File: src/rtl/u_multu.sv
// Iterative 32-cycle shift-add unsigned multiplier for multu/mfhi/mflo in EX.
// Produces HI/LO and stalls dependent instructions while a multiply is in flight.
module u_multu #(
  parameter int unsigned WIDTH = 32
) (
  input  logic             i_u_multu_clk,
  input  logic             i_u_multu_rst,
  input  logic             i_u_multu_mult_en,
  input  logic [1:0]       i_u_multu_mf,
  input  logic [WIDTH-1:0] i_u_multu_rs,
  input  logic [WIDTH-1:0] i_u_multu_rt,
  output logic             o_u_multu_busy,
  output logic             o_u_multu_stall,
  output logic [WIDTH-1:0] o_u_multu_hi,
  output logic [WIDTH-1:0] o_u_multu_lo,
  output logic [WIDTH-1:0] o_u_multu_mf_data
);

  localparam int unsigned CNT_W  = $clog2(WIDTH);
  localparam int unsigned PROD_W = 2 * WIDTH;

  typedef enum logic {
    IDLE = 1'b0,
    RUN  = 1'b1
  } state_t;

  state_t              state_q;
  logic [WIDTH-1:0]    mcand_q;
  logic [WIDTH-1:0]    hi_q;
  logic [WIDTH-1:0]    lo_q;
  logic [PROD_W-1:0]   p_q;
  logic [PROD_W-1:0]   p_d;
  logic [WIDTH:0]      sum_d;
  logic [CNT_W-1:0]    cnt_q;
  logic                last_iter;

  // One shift-add step: add multiplicand to the upper half when P[0] is set, keep carry.
  always_comb begin
    sum_d     = {1'b0, p_q[PROD_W-1:WIDTH]} + {1'b0, (p_q[0] ? mcand_q : WIDTH'(0))};
    p_d       = {sum_d, p_q[WIDTH-1:1]};
    last_iter = (cnt_q == CNT_W'(WIDTH - 1));
  end

  always_ff @(posedge i_u_multu_clk) begin
    if (i_u_multu_rst) begin
      state_q <= IDLE;
      mcand_q <= '0;
      p_q     <= '0;
      cnt_q   <= '0;
      hi_q    <= '0;
      lo_q    <= '0;
    end else begin
      case (state_q)
        IDLE: begin
          if (i_u_multu_mult_en) begin
            mcand_q <= i_u_multu_rs;
            p_q     <= {WIDTH'(0), i_u_multu_rt};
            cnt_q   <= '0;
            state_q <= RUN;
          end
        end
        RUN: begin
          p_q   <= p_d;
          cnt_q <= cnt_q + CNT_W'(1);
          if (last_iter) begin
            hi_q    <= p_d[PROD_W-1:WIDTH];
            lo_q    <= p_d[WIDTH-1:0];
            state_q <= IDLE;
          end
        end
        default: state_q <= IDLE;
      endcase
    end
  end

  assign o_u_multu_busy  = (state_q == RUN);
  assign o_u_multu_hi    = hi_q;
  assign o_u_multu_lo    = lo_q;
  assign o_u_multu_stall = o_u_multu_busy &
                           (i_u_multu_mult_en | (i_u_multu_mf == 2'b01) | (i_u_multu_mf == 2'b10));

  // Move-from mux shows committed HI/LO only; a stalled reader sees stale data.
  always_comb begin
    o_u_multu_mf_data = '0;
    case (i_u_multu_mf)
      2'b01:   o_u_multu_mf_data = hi_q;
      2'b10:   o_u_multu_mf_data = lo_q;
      default: o_u_multu_mf_data = '0;
    endcase
  end

endmodule

File: config.mk
export PLATFORM = sky130hd
export DESIGN_NAME = u_multu
export DESIGN_NICKNAME = d
export VERILOG_FILES = /design/src/rtl/u_multu.sv
export SDC_FILE = /design/constraint.sdc
export NUM_CORES = 1
export LEC_CHECK = 0
export CAP_MARGIN = 30
export CORE_ASPECT_RATIO = 0.75
export CORE_MARGIN = 5
export CORE_UTILIZATION = 48
export DETAILED_ROUTE_END_ITERATION = 10
export GPL_TIMING_DRIVEN = 1
export HOLD_SLACK_MARGIN = 0.08
export PLACE_DENSITY = 0.78
export RECOVER_POWER = 50
export SYNTH_ARGS = -nofsm -noshare
export SYNTH_HDL_FRONTEND = slang
export SYNTH_SLANG_ARGS = --single-unit
File: constraint.sdc
create_clock -name i_u_multu_clk -period 2.9 [get_ports i_u_multu_clk]
set_clock_uncertainty 0.2 [all_clocks]
set_input_delay 0.29 -clock i_u_multu_clk [delete_from_list [all_inputs] [get_ports i_u_multu_clk]]
set_output_delay 0.29 -clock i_u_multu_clk [all_outputs]
set_load 0.05 [all_outputs]
# Word level (Yosys, flattened, before mapping)
# Cells that the tools add are included.
# word_totals
ff_bits,166
latchBits,0
mem_bits_rw,0
rom_bits,0
input_bits,69
output_inout_bits,98
elab_cells,27
memories,0
# op_classes
add_sub_neg,2
n_mul,0
div,0
magnitude_cmp,0
eq_ne,4
n_shift,0
mux,9
n_bitwise,4
n_reduce_logical,2
# op_table
cell,count
$pmux W64 S2,1
$mux W64,1
$pmux W32 S2,1
$add A32 B32 Y33,1
$mux W32,1
$pmux W5 S2,1
$add A5 B1 Y5 const B,1
$eq A5 B5 Y1 const B,1
$mux W5,1
$reduce_and A2 Y1,2
$eq A2 B1 Y1 const B,1
$eq A2 B2 Y1 const B,1
$mux W1,2
$ne A2 B2 Y1 const B,1
$or A1 B1 Y1,2
$pmux W1 S2,1
$and A1 B1 Y1,1
$not A1 Y1,1

# Depth between registers and ports, before layout
# logic_depth
ltp_word,4
mapped_depth,11
depth_no_buf,11

# Worst setup path after synthesis
# Ideal clock, no wire load.
# synth_timing
path_kind,reg2reg
start,register p_q[0]
end,register hi_q[23] (netlist: o_u_multu_hi[23])
setup_ps,122
arrival_time_ps,2387
required_ps,2578
setup_slack_ps,191
stages_incl_launch_ff,11
n_path_buf,1
synth_period_minus_slack_ps,2709
path_cell_list,dfxtp_1 > clkbuf_1 > nand2_1 > fa_1 > nand2b_1 > a21oi_1 > o21ai_1 > o21ai_2 > a221oi_2 > and4_1 > a311o_1
# synth_via
elab_chain_len,2
# synth_lines
element,line_no,rtl
"start, declared",31,logic [PROD_W-1:0] p_q;
"start signal, assigned",57,"p_q <= {WIDTH'(0), i_u_multu_rt};"
"start signal, assigned",63,p_q <= p_d;
$mux W32,39,"sum_d = {1'b0, p_q[PROD_W-1:WIDTH]} + {1'b0, (p_q[0] ? mcand_q : WIDTH'(0))};"
$add A32 B32 Y33,39,
"end signal, assigned",66,hi_q <= p_d[PROD_W-1:WIDTH];
"end, declared",29,logic [WIDTH-1:0] hi_q;
# No other way between the ends.
# A chain may end at the register's enable or synchronous reset.

# Worst setup path in the final report
# layout_timing
start,register p_q[0]
end,register hi_q[18] (netlist: o_u_multu_hi[18])
# The elaborated chain is that of the path after synthesis.

==> run metrics <==
Yosys cell types 68; Post-synth top cells nand2_1 (214), a21oi_1 (168), dfxtp_1 (166); final slew viol count 0; Die Wd 166 µm; arrival time at the worst endpoint 2.94 ns; slew margin rel. 19.1%; Main synth FF type dfxtp_1; flops & latches, synth 166; Max Cap Viol 0; Synth Cell Area 8770 µm²; share of cells above drive strength 1 15.4%; clk_lat worst skew 0.44 ns; per-cell routed wire length 17.7 µm; I/O Pins 167; crit path kind register to register; initial antenna violation count 0; most common cell in the netlist nand2_1; Power per Cell Area 428 nW/µm²; drt first pass iters 5; worst slack, placed -0.150 ns; Post-synth EDFFs 0; RePlAce Congestion 0.983; Crit. End Element register; Mapped Cells 1147; setup ws final 0.0568 ns; residual DRC count 0; sequential area share after synthesis 37.9%; post-synth top area share 37.9%; worst IR drop on VDD 0.339 mV; Avg Inst Size Synth 7.65 µm²; Vias 8965; remaining antenna violation count 0; Clock transition at path regs 0.07 ns; vias in the first global route 8715; # diodes 0; Tightest Pin Transition 1.21 ns; Final Util 68.8%; Hold Path Depth 3; status complete, no violations; CP Max Fanout 30; Setup-failing EPs final 0; DIE HEIGHT 127 µm; GR Util All Layers 25.7%; Synth area leader dfxtp_1; CTS max path bufs 2; CTS tree yes; final net count 1441; R2R depth 10; hold crit path type input pin to register; Port-buffer cells 166; Mapped Nets 1253; CP Launch Type register; total grt overflow 0; WP data required 3.00 ns; Final period util 98.0%; initial DRC count 675; Num Clock Sinks 166; Starting Density 49.2%; ys async rst share 0%; HPWL after DPL 20000 µm; Register Area 3330 µm²; Synth area leaders dfxtp_1 (38%), a21oi_1 (9.6%), nand2_1 (9.2%), nor2_1 (6.3%), ha_1 (5.1%); unrepaired setup endpoints after global routing true; Via density 5.64; largest net degree at the start of global routing 145; Rows 42; Fillers 1439; core box area 17800 µm²; TritonCTS Buffers 17; die area 21100 µm²; final hold viol count 0; CTS H-tree depth 4; max frequency 352 MHz; yosys synthesis warning count 0; Multi-input gate area 5320 µm²; Layout Area Growth over Synthesis 39.8%; total length of routed wires 28100 µm; first-pass GRT wire length 44900 µm; CTS root buffer clkbuf_16; min Tclk post-route 2.84 ns; Leakage 4.95 nW
state kept, by name, summed over array words and instances, names as in the netlist:
signal / flops
o_u_multu_lo: 32
o_u_multu_busy: 1
cnt_q: 5
p_q: 64
o_u_multu_hi: 32
mcand_q: 32
final cells by class:
type | instances | area share (%)
Timing Repair Buffer | 250 | 21.6
Clock inverter | 14 | 1.54
Clock buffer | 18 | 3.50
Tap cell | 242 | 2.47
Sequential cell | 166 | 27.1
Multi-Input combinational cell | 887 | 43.4
Inverter | 13 | 0.398
placed cells by master (no fill, tap or decap), drive strengths merged, types with 3 or more instances in the layout:
cell	netlist	routed
and2	33	33
a21oi	169	169
and4	4	4
inv	11	18
and3	3	3
nor2b	4	4
a21boi	3	3
dfxtp	166	166
dlygate4sd3	0	28
nor3b	14	14
clkbuf	65	22
a22o	9	9
o21a	9	9
or4	3	3
a22oi	32	32
a31oi	3	3
a211oi	7	7
mux2i	37	37
nand3	15	15
o211ai	7	7
clkinv	2	6
ha	36	36
nor3	12	12
o21ai	39	39
nand2b	5	5
nor4	4	4
o21bai	3	3
clkdlybuf4s50	0	103
nor2	147	147
xnor2	12	12
a21o	11	11
buf	16	115
xor2	13	13
nand2	214	214
nand4	9	9
where the power goes:
part           total [mW]  internal [mW]  switching (mW)
registers            2.40           2.34          0.0545
clock network        2.38           1.32            1.06
logic               0.474          0.205           0.269
total                5.25           3.86            1.38
path summary, 6_finish.rpt:
check / endpoint / slack, ns / from
setup / recovery: o_u_multu_hi[18] / 0.06 / p_q[0]
hold / removal: mcand_q[22] / 0.19 / i_u_multu_rst
setup reg to reg: o_u_multu_hi[18] / 0.06 / p_q[0]
hold reg to reg: mcand_q[31] / 0.25 / mcand_q[31]
through the flow:
step                      std cells  cell area [µm²]  hold WS, ns  setup TNS [ns]  total power [mW]
after floorplan                1147             8770        0.226               0              2.70
after global placement         1555            11400        0.238               0              2.91
after detailed placement       1555            11400        0.245          -0.804              2.92
after CTS                      1588            12100        0.189               0              5.27
after global routing           1590            12300        0.203          -0.260              5.44
final                          1590            12300        0.192               0              5.25
worst max-delay path, cell delays in order (launching register included):
cell and delay [ns]:
dfxtp_2 0.34, buf_12 0.15, and2_1 0.17, ha_1 0.36, o21a_1 0.17, a2111o_1 0.46, o211ai_2 0.12, o21ai_2 0.12
or4_1 0.43, nand3_2 0.10, o31ai_1 0.06
timing repair:
action / CTS / global route
pin swaps: 1 / 5
buffers inserted: 1 / 2
resized for setup: 5 / 50
setup endpoints to repair: 21 / 34
hold buffers: 0 / 0
cell families after synthesis:
kind of cell / synth area share [%]
AND/OR/NAND/NOR: 23.7
multiplexers: 4.22
flip-flops: 37.9
AO/OA/AOI/OAI: 22.1
buffers and inverters: 4.18
XOR/XNOR: 2.50
adder cells (fa/ha/maj): 5.36
per-layer routing:
| layer | wire [µm] | up-vias | global-route usage, % | share of wire [%] |
|---|---|---|---|---|
| met5 | 0 | - | 0 | 0 |
| met1 | 12300 | 4272 | 33.9 | 44 |
| met3 | 1930 | 49 | 5.87 | 6.8 |
| met2 | 13400 | 298 | 43.0 | 48 |
| met4 | 529 | 0 | 6.89 | 1.9 |
| li1 | - | 4346 | - | - |
No activity file was read; power rests on OpenSTA's default activity.
